File: src/rtl/uart_rx_pkg.sv
// Shared types and frame constants for the UART receive controller.
package uart_rx_pkg;

  localparam int DATA_BITS   = 8;
  localparam int FRAME_TICKS = 9;
  localparam int SHREG_W     = FRAME_TICKS;

  typedef enum logic [1:0] {
    ST_IDLE,
    ST_START,
    ST_DATA,
    ST_BREAK
  } rx_state_t;

endpackage

File: src/rtl/rx_sync.sv
// Multi-flop synchronizer for the asynchronous rx line; resets to the idle-high level.
module rx_sync #(
  parameter int STAGES = 2
) (
  input  logic clk,
  input  logic rst_n,
  input  logic line,
  output logic synced
);

  logic [STAGES-1:0] ff;

  always_ff @(posedge clk or negedge rst_n) begin
    if (!rst_n) begin
      ff <= '1;
    end else begin
      ff <= {ff[STAGES-2:0], line};
    end
  end

  assign synced = ff[STAGES-1];

endmodule

File: src/rtl/uart_rx_ctrl.sv
// UART receive sequencer: start-bit qualification, bit shifting, stop check,
// valid/ready byte output with frame/overrun/timeout error pulses.
module uart_rx_ctrl
  import uart_rx_pkg::*;
#(
  parameter int SYNC_STAGES  = 2,
  parameter int TICK_TIMEOUT = 8192
) (
  input  logic                 clk,
  input  logic                 rst_n,
  input  logic                 rx_enable,
  input  logic                 rx_in,
  input  logic                 baud_tick_rx,
  input  logic                 done_rx,
  output logic                 baud_en,
  output logic                 cnt_en,
  output logic [DATA_BITS-1:0] rx_data,
  output logic                 rx_valid,
  input  logic                 rx_ready,
  output logic                 frame_err,
  output logic                 overrun_err,
  output logic                 timeout_err,
  output logic                 busy
);

  // Handshake: a byte transfers on any rising clk edge where rx_valid && rx_ready;
  // rx_data holds steady while rx_valid && !rx_ready.

  localparam int WD_W     = $clog2(TICK_TIMEOUT + 1);
  localparam int STOP_IDX = FRAME_TICKS - 1;
  localparam logic [WD_W-1:0] WD_LAST = WD_W'(TICK_TIMEOUT - 1);

  logic rx_s;

  rx_sync #(.STAGES(SYNC_STAGES)) u_sync (
    .clk    (clk),
    .rst_n  (rst_n),
    .line   (rx_in),
    .synced (rx_s)
  );

  rx_state_t            state, state_nxt;
  logic [SHREG_W-1:0]   shreg, shreg_nxt, frame_bits;
  logic [WD_W-1:0]      wd, wd_nxt;
  logic [DATA_BITS-1:0] rx_data_nxt;
  logic                 baud_en_nxt, cnt_en_nxt, rx_valid_nxt, busy_nxt;
  logic                 frame_err_nxt, overrun_err_nxt, timeout_err_nxt;

  always_ff @(posedge clk or negedge rst_n) begin
    if (!rst_n) begin
      state       <= ST_IDLE;
      shreg       <= '0;
      wd          <= '0;
      baud_en     <= 1'b0;
      cnt_en      <= 1'b0;
      rx_data     <= '0;
      rx_valid    <= 1'b0;
      frame_err   <= 1'b0;
      overrun_err <= 1'b0;
      timeout_err <= 1'b0;
      busy        <= 1'b0;
    end else begin
      state       <= state_nxt;
      shreg       <= shreg_nxt;
      wd          <= wd_nxt;
      baud_en     <= baud_en_nxt;
      cnt_en      <= cnt_en_nxt;
      rx_data     <= rx_data_nxt;
      rx_valid    <= rx_valid_nxt;
      frame_err   <= frame_err_nxt;
      overrun_err <= overrun_err_nxt;
      timeout_err <= timeout_err_nxt;
      busy        <= busy_nxt;
    end
  end

  always_comb begin
    state_nxt       = state;
    shreg_nxt       = shreg;
    frame_bits      = shreg;
    wd_nxt          = wd;
    baud_en_nxt     = baud_en;
    cnt_en_nxt      = cnt_en;
    rx_data_nxt     = rx_data;
    rx_valid_nxt    = rx_valid && !rx_ready;
    frame_err_nxt   = 1'b0;
    overrun_err_nxt = 1'b0;
    timeout_err_nxt = 1'b0;

    case (state)
      ST_IDLE: begin
        wd_nxt = '0;
        if (!rx_s) begin
          state_nxt   = ST_START;
          baud_en_nxt = 1'b1;
          shreg_nxt   = '0;
        end
      end
      ST_START: begin
        if (baud_tick_rx) begin
          wd_nxt = '0;
          if (!rx_s) begin
            state_nxt  = ST_DATA;
            cnt_en_nxt = 1'b1;
          end else begin
            state_nxt   = ST_IDLE;
            baud_en_nxt = 1'b0;
          end
        end else if (wd == WD_LAST) begin
          state_nxt       = ST_IDLE;
          baud_en_nxt     = 1'b0;
          cnt_en_nxt      = 1'b0;
          wd_nxt          = '0;
          timeout_err_nxt = 1'b1;
        end else begin
          wd_nxt = wd + 1'b1;
        end
      end
      ST_DATA: begin
        if (baud_tick_rx) begin
          frame_bits = {rx_s, shreg[SHREG_W-1:1]};
          wd_nxt     = '0;
        end else begin
          wd_nxt = wd + 1'b1;
        end
        shreg_nxt = frame_bits;
        // A tick coincident with done has already been folded into frame_bits.
        if (done_rx) begin
          cnt_en_nxt  = 1'b0;
          baud_en_nxt = 1'b0;
          wd_nxt      = '0;
          if (frame_bits[STOP_IDX]) begin
            state_nxt = ST_IDLE;
            if (!rx_valid || rx_ready) begin
              rx_data_nxt  = frame_bits[DATA_BITS-1:0];
              rx_valid_nxt = 1'b1;
            end else begin
              overrun_err_nxt = 1'b1;
            end
          end else begin
            state_nxt     = ST_BREAK;
            frame_err_nxt = 1'b1;
          end
        end else if (!baud_tick_rx && wd == WD_LAST) begin
          state_nxt       = ST_IDLE;
          baud_en_nxt     = 1'b0;
          cnt_en_nxt      = 1'b0;
          wd_nxt          = '0;
          timeout_err_nxt = 1'b1;
        end
      end
      ST_BREAK: begin
        if (rx_s) begin
          state_nxt = ST_IDLE;
        end
      end
      default: begin
        state_nxt = ST_IDLE;
      end
    endcase

    // Disabling the receiver aborts silently but leaves a pending byte alone.
    if (!rx_enable) begin
      state_nxt       = ST_IDLE;
      baud_en_nxt     = 1'b0;
      cnt_en_nxt      = 1'b0;
      shreg_nxt       = '0;
      wd_nxt          = '0;
      rx_data_nxt     = rx_data;
      rx_valid_nxt    = rx_valid && !rx_ready;
      frame_err_nxt   = 1'b0;
      overrun_err_nxt = 1'b0;
      timeout_err_nxt = 1'b0;
    end

    busy_nxt = (state_nxt != ST_IDLE);
  end

endmodule

File: config.mk
export PLATFORM = sky130hd
export DESIGN_NAME = uart_rx_ctrl
export DESIGN_NICKNAME = d
export VERILOG_FILES = /design/src/rtl/uart_rx_pkg.sv /design/src/rtl/rx_sync.sv /design/src/rtl/uart_rx_ctrl.sv
export SDC_FILE = /design/constraint.sdc
export NUM_CORES = 1
export LEC_CHECK = 0
export ABC_AREA = 1
export CAP_MARGIN = 20
export CORE_ASPECT_RATIO = 0.6
export CORE_MARGIN = 5
export CORE_UTILIZATION = 41
export DETAILED_ROUTE_END_ITERATION = 6
export PLACE_DENSITY_LB_ADDON = 0.15
export SYNTH_ARGS = -nofsm -noshare
export SYNTH_HDL_FRONTEND = slang
export SYNTH_SLANG_ARGS = --single-unit
File: constraint.sdc
create_clock -name clk -period 2.61 [get_ports clk]
set_input_delay 0.522 -clock clk [delete_from_list [all_inputs] [get_ports clk]]
set_output_delay 0.522 -clock clk [all_outputs]
set_load 0.005 [all_outputs]
==> results.py <==
metrics = {
    "status": {
        "status": "finished clean",
    },
    "clocking": {
        "clk_latency_ns": 0.29,
        "cts-root-buf": "clkbuf_8",
        "ctsHoldBuffers": 0,
        "cts_buffers": 5,
        "numClockSinks": 42,
        "post_cts_resize_count": 0,
        "cts.path.max_buffers": 2,
        "path_clk_slew_ns": 0.08,
        "cts_setup_buffers": 0,
        "cts_max_level": 2,
        "cts_tree": "built",
    },
    "yosys": {
        "synth_area_sq_um": 2300,
        "synthCells": 252,
        "synthAdderAreaFrac_pct": 2.72,
        "synth_compound_area_share_pct": 12.9,
        "async_flop_share_pct": 100,
        "synth_top_family_by_area": "simple AND/OR/NAND/NOR gates",
        "ys_seq_elements": 42,
        "synth_nets": 264,
        "synthXorXnorAreaFrac_pct": 2.67,
        "ys_seq_area_share_pct": 45.8,
        "yosys.area_share.simple_pct": 24.8,
        "synthFlopType": "dfrtp_1",
        "yosysUniqueCellTypes": 43,
        "synth_edf_count": 0,
        "syn_area_per_cell_sq_um": 9.12,
        "yosysWarnings": 0,
        "synthMuxAreaShare_pct": 3.05,
    },
    "worst_setup_path": {
        "cp-start-kind": "input pin",
        "path_cells": "clkdlybuf4s50_1, nand2_1, o21a_1, nor2_4, nand3_2, nand2_1, o21ai_2",
        "criticalPathCategory": "in2reg",
        "crit_start": "baud_tick_rx",
        "crit_top_cell": "nand2_1",
        "cpPeakStageDelay_ns": 0.67,
        "crit_path_top_delay_cell": "clkdlybuf4s50_1",
        "path_buf_inv": 1,
        "r2r-end": "baud_en",
        "cp_max_fo": 16,
        "r2r-start": "state[1]",
        "r2r.worst_path.cells": 9,
        "cp-end-kind": "flip-flop",
        "worstPathArrival_ns": 2.20,
        "r2r_slack_ns": 0.68,
        "worstPathRequired_ns": 2.78,
        "path_delay_family": "simple AND/OR/NAND/NOR gates",
        "cp.depth": 7,
        "critical_path.endpoint": "rx_data[3]",
    },
    "final_layout": {
        "fillers": 542,
        "final_net_count": 288,
        "layout-drive-gt1-share_pct": 20.2,
        "syn_to_final_growth_pct": 15.3,
        "num_antenna_cells": 0,
        "multi_input_area_sq_um": 1060,
        "seq_area_sq_um": 1050,
        "fin_cells": 346,
    },
    "sta": {
        "finalSetupTns_ns": 0,
        "relSlewSlack_pct": 38.8,
        "finalSetupViolations": 0,
        "hold_viol": 0,
        "post-route-period-util_pct": 77.5,
        "rsz0062_at_grt": "false",
        "min_period_ns": 2.02,
        "tightest_slew_ns": 0.918,
        "maxSlewViolCount": 0,
        "max_freq_mhz": 494,
        "fin_skew_ns": 0.00619,
        "setup_slack_ns": 0.586,
    },
    "global_routing": {
        "antenna_found_initial": 0,
        "grtUsageTotal_pct": 14.6,
        "grt_max_degree": 43,
        "grt_pass1_vias": 1631,
        "grt_pass1_wl_um": 8200,
        "overflow": 0,
    },
    "pwr": {
        "p_leak_nw": 1.20,
        "power_per_cell_area_nw_per_um2": 678,
        "vdd_drop_max_mv": 0.408,
    },
    "die": {
        "die_x_um": 107,
        "start_util_pct": 41.7,
        "dieHeight_um": 68.0,
        "coreArea_sq_um": 5520,
        "dieArea_sq_um": 7250,
        "rows": 21,
        "ioPinCount": 22,
    },
    "route": {
        "vias": 1676,
        "routedWlPerCell_um": 13.8,
        "wirelength_um": 4780,
        "drc": 0,
        "ant_nets": 0,
        "drt_iter0_drc": 73,
        "dr.pass1.iters": 4,
        "vias_per_cell": 4.84,
    },
    "placed_design": {
        "dp.cells": 338,
        "gp_congestion": 0.844,
        "io_buffers": 21,
        "pre_cts_slack_ns": 0.278,
        "dp_hpwl_um": 3650,
    },
    "hold_path": {
        "hold_class": "in2async",
    },
    "job": {
        "drv_cap": 0,
    },
}
-- through the flow --
stage | utilization, % | instance area [sq um] | total power [W] | hold WS (ns)
final | 48.0 | 2650 | 0.00180 | 0.358
after global routing | 48.0 | 2650 | 0.00192 | 0.362
after CTS | 48.0 | 2650 | 0.00182 | 0.360
after detailed placement | 46.3 | 2550 | 0.00137 | 0.348
after global placement | 46.3 | 2550 | 0.00137 | 0.348
after floorplan | - | 2300 | 0.00120 | 0.226
-- cell type report --
| cell class | count | area share (%) |
|---|---|---|
| clock inverters | 2 | 0.472 |
| flip-flops and latches | 42 | 39.8 |
| clock buffers | 6 | 3.12 |
| repair buffers | 24 | 8.59 |
| multi-input cells | 170 | 40.0 |
| well taps | 69 | 3.26 |
| inverters | 33 | 4.77 |
-- flip-flops by register name, indices dropped and copies added, names as in the netlist --
register / cells
baud_en: 1
busy: 1
cnt_en: 1
frame_err: 1
overrun_err: 1
rx_data: 8
rx_valid: 1
shreg: 9
state: 2
timeout_err: 1
u_sync.ff: 2
wd: 14
-- worst min path at each step --
stage / startpoint / endpoint / slack, ns / depth (start not counted)
finish: rst_n / wd[6] / 0.36 / 1
global route: u_sync.ff[0] / u_sync.ff[1] / 0.36 / 0
CTS: u_sync.ff[0] / u_sync.ff[1] / 0.36 / 0
detailed placement: u_sync.ff[0] / u_sync.ff[1] / 0.35 / 0
global placement: u_sync.ff[0] / u_sync.ff[1] / 0.35 / 0
floorplan: rst_n / baud_en / 0.23 / 0
-- cell families after synthesis --
| kind of cell | after synthesis |
|---|---|
| simple gates | 112 |
| flops | 42 |
| buf+inv | 40 |
| compound gates | 39 |
| xor+xnor | 7 |
| mux | 7 |
| fa+ha+maj | 5 |
-- layout by cell type, fill, tap and decap left out, types with 2 or more instances in the layout --
| cell | Yosys | routed |
|---|---|---|
| nand3_2 | 3 | 3 |
| o31ai_1 | 9 | 9 |
| inv_2 | 6 | 6 |
| buf_4 | 2 | 3 |
| nand3_1 | 15 | 15 |
| clkdlybuf4s50_1 | 0 | 20 |
| nor2_2 | 8 | 8 |
| ha_1 | 5 | 5 |
| nand2_2 | 4 | 4 |
| nor3_1 | 4 | 4 |
| o21ai_2 | 9 | 9 |
| inv_1 | 26 | 26 |
| dfrtp_1 | 40 | 40 |
| nor2_1 | 13 | 13 |
| o21ai_1 | 2 | 2 |
| o21ai_0 | 3 | 3 |
| mux2i_1 | 7 | 7 |
| clkbuf_8 | 0 | 6 |
| nand2_1 | 56 | 56 |
| dfstp_2 | 2 | 2 |
| a21oi_1 | 5 | 5 |
| xor2_1 | 6 | 6 |
| nor2_4 | 3 | 3 |
-- where the power goes --
group          internal (W)  switching, W  leakage [nW]
registers          0.000703     0.0000405         0.574
clock network      0.000213      0.000230        0.0472
logic              0.000214      0.000398         0.580
-- cell usage after synthesis (2+ instances only) --
master | n | area, sq um
nand2_1 | 56 | 210
dfrtp_1 | 40 | 1000
inv_1 | 26 | 97.6
nand3_1 | 15 | 75.1
nor2_1 | 13 | 48.8
o21ai_2 | 9 | 78.8
o31ai_1 | 9 | 67.6
nor2_2 | 8 | 50.1
mux2i_1 | 7 | 70.1
inv_2 | 6 | 22.5
xor2_1 | 6 | 52.6
a21oi_1 | 5 | 25.0
ha_1 | 5 | 62.6
nand2_2 | 4 | 25.0
nor3_1 | 4 | 20.0
buf_6 | 3 | 33.8
nand3_2 | 3 | 30.0
nor2_4 | 3 | 33.8
o21ai_0 | 3 | 15.0
buf_4 | 2 | 15.0
dfstp_2 | 2 | 52.6
o21ai_1 | 2 | 10.0
-- layer usage --
layer  track usage [%]  vias to the layer above  wire, um
met5                 0                        -         0
met1              23.9                      768      2810
met4              4.31                        0        40
li1                  -                      871         -
met2              18.2                       33      1720
met3              3.58                        4       205
Note: power is estimated with default switching activity, not from simulation.
